===== src/rtl/bitslip_align_ctrl.sv =====
// rtl/bitslip_align_ctrl.sv - word-alignment controller issuing bitslip pulses until the frame lane matches PATTERN
module bitslip_align_ctrl #(
    parameter logic [7:0] PATTERN       = 8'hF0,
    parameter int         MATCH_COUNT   = 16,
    parameter int         SETTLE_CYCLES = 3,
    parameter int         MAX_SLIPS     = 8,
    parameter int         LOSS_THRESH   = 4
) (
    input  logic       CLK,
    input  logic       RST_N,
    input  logic       en,
    input  logic       realign,
    input  logic [7:0] frame_i,
    output logic       bitslip_o,
    output logic       locked_o,
    output logic       error_o,
    output logic [3:0] slip_cnt_o
);

    typedef enum logic [2:0] {IDLE, CHECK, SLIP, SETTLE, LOCKED, FAIL} state_t;

    localparam logic [7:0] MATCH_LAST  = 8'(MATCH_COUNT - 1);
    localparam logic [3:0] SETTLE_LAST = 4'(SETTLE_CYCLES - 1);
    localparam logic [3:0] LOSS_LAST   = 4'(LOSS_THRESH - 1);
    localparam logic [3:0] SLIP_MAX    = 4'(MAX_SLIPS);

    state_t     state_q, state_d;
    logic [7:0] match_q, match_d;
    logic [3:0] settle_q, settle_d;
    logic [3:0] loss_q, loss_d;
    logic [3:0] slip_q, slip_d;
    logic       bitslip_q, bitslip_d;
    logic       locked_q, locked_d;
    logic       error_q, error_d;

    logic hit;
    assign hit = (frame_i == PATTERN);

    always_comb begin
        state_d   = state_q;
        match_d   = match_q;
        settle_d  = settle_q;
        loss_d    = loss_q;
        slip_d    = slip_q;
        bitslip_d = 1'b0;
        locked_d  = locked_q;
        error_d   = error_q;

        if (!en) begin
            // slip_cnt is deliberately kept so software can read it after an abort
            state_d  = IDLE;
            match_d  = '0;
            settle_d = '0;
            loss_d   = '0;
            locked_d = 1'b0;
            error_d  = 1'b0;
        end else if (realign && (state_q == LOCKED || state_q == FAIL)) begin
            state_d  = CHECK;
            match_d  = '0;
            settle_d = '0;
            loss_d   = '0;
            slip_d   = '0;
            locked_d = 1'b0;
            error_d  = 1'b0;
        end else begin
            case (state_q)
                IDLE: begin
                    state_d  = CHECK;
                    match_d  = '0;
                    settle_d = '0;
                    loss_d   = '0;
                    slip_d   = '0;
                    locked_d = 1'b0;
                    error_d  = 1'b0;
                end
                CHECK: begin
                    if (hit) begin
                        if (match_q == MATCH_LAST) begin
                            state_d  = LOCKED;
                            locked_d = 1'b1;
                            match_d  = '0;
                            loss_d   = '0;
                        end else begin
                            match_d = match_q + 8'd1;
                        end
                    end else begin
                        match_d = '0;
                        if (slip_q < SLIP_MAX) begin
                            state_d   = SLIP;
                            bitslip_d = 1'b1;
                            slip_d    = slip_q + 4'd1;
                        end else begin
                            state_d = FAIL;
                            error_d = 1'b1;
                        end
                    end
                end
                SLIP: begin
                    state_d  = SETTLE;
                    settle_d = '0;
                end
                SETTLE: begin
                    if (settle_q == SETTLE_LAST) begin
                        state_d  = CHECK;
                        settle_d = '0;
                        match_d  = '0;
                    end else begin
                        settle_d = settle_q + 4'd1;
                    end
                end
                LOCKED: begin
                    if (hit) begin
                        loss_d = '0;
                    end else if (loss_q == LOSS_LAST) begin
                        state_d  = CHECK;
                        locked_d = 1'b0;
                        loss_d   = '0;
                        match_d  = '0;
                        slip_d   = '0;
                    end else begin
                        loss_d = loss_q + 4'd1;
                    end
                end
                FAIL: begin
                    error_d  = 1'b1;
                    locked_d = 1'b0;
                end
                default: begin
                    state_d  = IDLE;
                    locked_d = 1'b0;
                    error_d  = 1'b0;
                end
            endcase
        end
    end

    always_ff @(posedge CLK or negedge RST_N) begin
        if (!RST_N) begin
            state_q   <= IDLE;
            match_q   <= '0;
            settle_q  <= '0;
            loss_q    <= '0;
            slip_q    <= '0;
            bitslip_q <= 1'b0;
            locked_q  <= 1'b0;
            error_q   <= 1'b0;
        end else begin
            state_q   <= state_d;
            match_q   <= match_d;
            settle_q  <= settle_d;
            loss_q    <= loss_d;
            slip_q    <= slip_d;
            bitslip_q <= bitslip_d;
            locked_q  <= locked_d;
            error_q   <= error_d;
        end
    end

    assign bitslip_o  = bitslip_q;
    assign locked_o   = locked_q;
    assign error_o    = error_q;
    assign slip_cnt_o = slip_q;

endmodule


===== config.mk =====
export PLATFORM = sky130hd
export DESIGN_NAME = bitslip_align_ctrl
export DESIGN_NICKNAME = d
export VERILOG_FILES = /design/src/rtl/bitslip_align_ctrl.sv
export SDC_FILE = /design/constraint.sdc
export NUM_CORES = 1
export LEC_CHECK = 0
export ABC_AREA = 1
export CAP_MARGIN = 15
export CORE_UTILIZATION = 25
export DETAILED_ROUTE_END_ITERATION = 10
export GPL_ROUTABILITY_DRIVEN = 0
export PLACE_DENSITY = 0.54
export SETUP_SLACK_MARGIN = 0.02
export SLEW_MARGIN = 10
export SYNTH_ARGS = -nofsm -noshare
export SYNTH_HDL_FRONTEND = slang
export SYNTH_SLANG_ARGS = --single-unit

===== constraint.sdc =====
create_clock -name CLK -period 1.5 [get_ports CLK]
set_input_delay 0.3 -clock CLK [delete_from_list [all_inputs] [get_ports CLK]]
set_output_delay 0.3 -clock CLK [all_outputs]
set_load 0.02 [all_outputs]

# --- Word-level counts from Yosys, hierarchy flattened ---
# Index checks and enable logic that the tools add are counted.
classes:
  addsub: 4
  n_lt_le_gt_ge: 1
  eq_ne: 27
  mux: 51
  reduce_logical: 13
op_table:
  columns: ["cell", "n"]
  rows:
  - ["4-bit 2-to-1 mux", 14]
  - ["8-bit 2-to-1 mux", 7]
  - ["8-bit case mux with 4 select lines", 1]
  - ["3-bit 2-to-1 mux", 8]
  - ["4-bit case mux with 3 select lines", 2]
  - ["4-bit inequality test, second input constant", 5]
  - ["3-bit case mux with 6 select lines", 1]
  - ["1-bit 2-to-1 mux", 15]
  - ["4-bit by 1-bit adder with 4-bit output, second input constant", 3]
  - ["3-bit by 2-bit inequality test with 1-bit output, second input constant", 4]
  - ["5-bit AND reduction", 2]
  - ["8-bit by 1-bit adder with 8-bit output, second input constant", 1]
  - ["4-bit by 2-bit equality test with 1-bit output, second input constant", 2]
  - ["8-bit by 4-bit equality test with 1-bit output, second input constant", 1]
  - ["8-bit equality test, second input constant", 1]
  - ["4-bit by 2-bit inequality test with 1-bit output, second input constant", 2]
  - ["4-bit case mux with 2 select lines", 1]
  - ["3-bit by 2-bit equality test with 1-bit output, second input constant", 2]
  - ["3-bit equality test, second input constant", 2]
  - ["3-bit inequality test, second input constant", 2]
  - ["6-bit by 1-bit inequality test with 1-bit output, second input constant", 1]
  - ["1-bit case mux with 3 select lines", 2]
  - ["3-bit AND reduction", 2]
  - ["6-bit AND reduction", 1]
  - ["13 further kinds", 14]
totals:
  ff_bits: 26
  elab_cells: 104

# --- Depth between registers and ports, before layout ---
# Gate-level depths: netlist (run 1).
depth:
  word_depth: 6
  ltp_mapped: 10
  ltp_nobuf: 10

# --- Least setup slack after synthesis (run 1) ---
# OpenSTA, ideal clock, no wires.
synth_timing:
  path_type: "reg-to-reg"
  from: "register match_q[0]"
  to: "register loss_q[0]"
  arrival_ps: 1261
  t_required_ps: 1383
  slack_ps: 123
  path_stages_with_launch: 9
  path_cell_list: "dfrtp_1 ha_1 nand3_1 nor2_1 nor2_1 nor2_1 o21ai_2 nand2_1 nand2_1"
synth_via:
  elab_chain_cells: 3
synth_rtl:
  columns: ["element", "line", "source"]
  rows:
  - ["from (decl)", "28", "logic [7:0] match_q, match_d;"]
  - ["from (signal assigned)", "149", "match_q <= match_d;"]
  - ["8-bit by 4-bit equality test with 1-bit output", "78", "if (match_q == MATCH_LAST) begin"]
  - ["4-bit inequality test (no line)", null, null]
  - ["3-bit AND reduction (no line)", null, null]
  - ["to (signal assigned)", "151", "loss_q <= loss_d;"]
  - ["to (decl)", "30", "logic [3:0] loss_q, loss_d;"]
# No other way between the ends.
# A chain may end at the register's enable or synchronous reset.

# --- Worst setup path in the final report (run 1) ---
layout_timing:
  from: "register state_q[2]"
  to: "register settle_q[2]"
layout_via:
  elab_chain_cells: 5
layout_rtl:
  columns: ["element", "line", "source"]
  rows:
  - ["from (decl)", "27", "state_t state_q, state_d;"]
  - ["from (signal assigned)", "148", "state_q <= state_d;"]
  - ["3-bit by 2-bit equality test with 1-bit output (tied with other cells)", "66", "case (state_q)"]
  - ["2-bit OR reduction (no line) / 1-bit logical OR (equally long branches)", null, null]
  - ["4-bit case mux with 2 select lines / 1-bit logical AND (equally long branches)", "66, 57", null]
  - ["4-bit 2-to-1 mux", "57", "end else if (realign && (state_q == LOCKED || state_q == FAIL)) begin"]
  - ["4-bit 2-to-1 mux", "49", "if (!en) begin"]
  - ["to (signal assigned)", "150", "settle_q <= settle_d;"]
  - ["to (decl)", "29", "logic [3:0] settle_q, settle_d;"]
# Parallel ways exist; a longest one is shown, timed or not.

==> results of run 1 <==
[kinds of logic (layout without fill, tap and decap cells)]
group                    after synthesis  in the layout  synth area share
buffers and inverters                 33             75            0.0761
XOR/XNOR                               7              7            0.0355
AND/OR/NAND/NOR                      162            162             0.432
adder cells (fa/ha/maj)                5              5            0.0362
AO/OA/AOI/OAI                         13             13            0.0435
flip-flops                            26             26             0.377
[Yosys cell counts (all sizes together)]
library cell  number  area [µm²]
dfrtp             26         651
xor2               5        43.8
o21ai              6        37.5
o22ai              1        6.26
ha                 5        62.6
nand3b             1        11.3
a31oi              1        6.26
nand3             25         155
nand4              7        43.8
buf                1        11.3
nor2              39         174
nor3b              1        7.51
xnor2              2        17.5
and3               1        6.26
a21oi              5        25.0
nand2             87         342
or2                1        6.26
inv               32         120
[metal layers]
layer / part of all wire / track usage / routed length (µm)
met3: 0.026 / 0.0263 / 101
met4: 0.0093 / 0.0370 / 36
met5: 0 / 0 / 0
met1: 0.52 / 0.164 / 2020
met2: 0.44 / 0.173 / 1690
[path summary, 6_finish.rpt]
check | slack [ps] | from | endpoint | depth (start not counted)
setup / recovery | 90 | state_q[2] | settle_q[2] | 6
hold / removal | 380 | RST_N | loss_q[3] | 2
setup reg to reg | 90 | state_q[2] | settle_q[2] | 6
hold reg to reg | 500 | error_o | error_o | 2
max in group asynchronous | 830 | RST_N | state_q[1] | 2
min in group CLK | 500 | error_o | error_o | 2
[area by class of cell]
class | count | area (µm²) | area share
clock buffers | 3 | 41.3 | 0.0181
clock inverters | 1 | 30.0 | 0.0132
inverters | 32 | 125 | 0.0549
multi-input cells | 187 | 1000 | 0.440
flip-flops and latches | 26 | 654 | 0.287
well taps | 77 | 96.3 | 0.0423
repair buffers | 39 | 329 | 0.145
[repair_timing]
action,4_1_cts,5_1_grt
cloned,0,0
buffers inserted,0,2
pin swaps,0,2
endpoints found under the setup margin,13,23
gates resized for setup,9,22
hold buffers,0,0
[worst register-to-register path, stage by stage (launching register included)]
cell and delay [ps]:
dfrtp_2 490, buf_4 160, buf_4 130, o21ai_2 270, inv_2 60, o21ai_0 140
nor2_1 50
[sequential cells by signal (all words and copies together) (netlist names)]
name,flops
match_q,8
loss_q,4
settle_q,4
slip_cnt_o,4
state_q,3
bitslip_o,1
error_o,1
locked_o,1
[power by group through the flow]
stage | clock [mW] | sequential, mW | combinational [mW]
6_report | 0.610 | 0.868 | 0.836
5_1_grt | 0.661 | 0.885 | 0.936
4_1_cts | 0.633 | 0.858 | 0.795
3_5_place_dp | 0 | 0.875 | 0.824
3_3_place_gp | 0 | 0.874 | 0.831
2_1_floorplan | 0 | 0.919 | 0.451
==> qor.yml, run 1 <==
floorplan.initialDensity: 0.266
critical-path-max-stage-delay_ps: 490
syn-num-nets: 263
max_clock_skew_ps: 14.0
pin_count_of_the_biggest_net_entering_global_routing: 27
clock_insertion_delay_worst_skew_ps: 290
clk_pin_slew_ps: 110
finalWorstPathRequiredPeriod_ps: 1410
synthCells: 246
final_cell_mix: "nand2_1 (81), nor2_1 (27), inv_1 (26)"
path_delay_family: "flip-flops"
chipHeight_um: 85.1
pwr-share-seq: 0.375
path_cells: "buf_4 -> buf_4 -> o21ai_2 -> inv_2 -> o21ai_0 -> nor2_1"
setup_viol: 0
hold_viol: 0
post-route-cell-area_um2: 2280
first_global_vias: 1408
outcome: "finished, final reports clean"
wl_um: 3850
postRouteAntennaNets: 0
sum_of_negative_setup_slack_ps: 0
clock_sink_count: 26
final_common_cell: "nand2_1"
post_synth_instance_area_um2: 1730
cts_made_buffers: 3
cellPowerDensity_nw_per_um2: 1020
internal_power_mw: 1.46
placement.setup.worst_slack_ps: -289
post_synth.cell_area_avg_um2: 7.02
drc: 0
criticalPathCategory: "reg -> reg"
timing.hold.worst.class: "in -> async"
worstPathArrival_ps: 1580
critical_path_peak_fanout: 7
cts_max_level: 1
max_clock_buf_depth: 2
core_rows: 29
ctsRootBufferMaster: "clkbuf_8"
grt.total_usage: 0.115
io_buffer_count: 18
dp_hpwl_um: 2930
critical_path.n_buffers_inverters: 3
critical-path-slowest-cell: "dfrtp_2"
final_core_util: 0.351
post_layout_nonfiller_instances: 365
ys.warnings.count: 0
clockPowerShare: 0.263
antenna_violations_before_repair: 0
timing.final.max_slew_violations: 0
p_sw_mw: 0.855
ys_types: 25
wl_per_cell_um: 10.6
hold_slack_ps: 376
drtPass1Iterations: 4
vdd_ir_drop_max_mv: 0.558
tritoncts_clock_tree: "built"
route.detailed.vias_per_inst: 4.35
slew_headroom: 0.773
leakage_power_total_nw: 1.20
comb_power_share: 0.361
setup.worst_path.start_class: "register"
gr-total-overflow: 0
route.vias.total: 1586
max_clock_freq_ghz: 0.711
detail_route.iter0.violations: 103
area.growth.synth_to_final_pct: 31.9
area_of_the_core_um2: 6490
ys_seq_area_frac: 0.377
drive_gt1_frac: 0.226
ios: 19
n_antenna_cell: 0
critPathCaptureType: "register"
cell_area_placed_um2: 2130
final_layout_net_count: 306
drv.max_cap_violation_count: 0
worst_slack_ps: 94.3
fp.dieW_um: 85.1
design.die.area_um2: 7240
tightestPinTransition_ps: 341
dp_cells: 359
fillers: 673
first_pass_grt_wire_length_um: 6600
switching_share: 0.369
fin_total_pwr_mw: 2.31
worst_ep_required_time_ps: 1670
number_of_register_bits_inferred_by_synthesis: 26
min_period_over_period: 0.937
critical_path.most_common_cell: "buf_4"
grt_setup_unrepaired: "true"
Power figures use the tool's default switching activity.
==> run 2: changes to the inputs <==
--- a/config.mk
+++ b/config.mk
@@ -9,7 +9,6 @@
 export CAP_MARGIN = 15
 export CORE_UTILIZATION = 25
 export DETAILED_ROUTE_END_ITERATION = 10
-export GPL_ROUTABILITY_DRIVEN = 0
 export PLACE_DENSITY = 0.54
 export SETUP_SLACK_MARGIN = 0.02
 export SLEW_MARGIN = 10
==> results of run 2 <==
The final DEF is identical to that of run 1; final timing and power are the same.
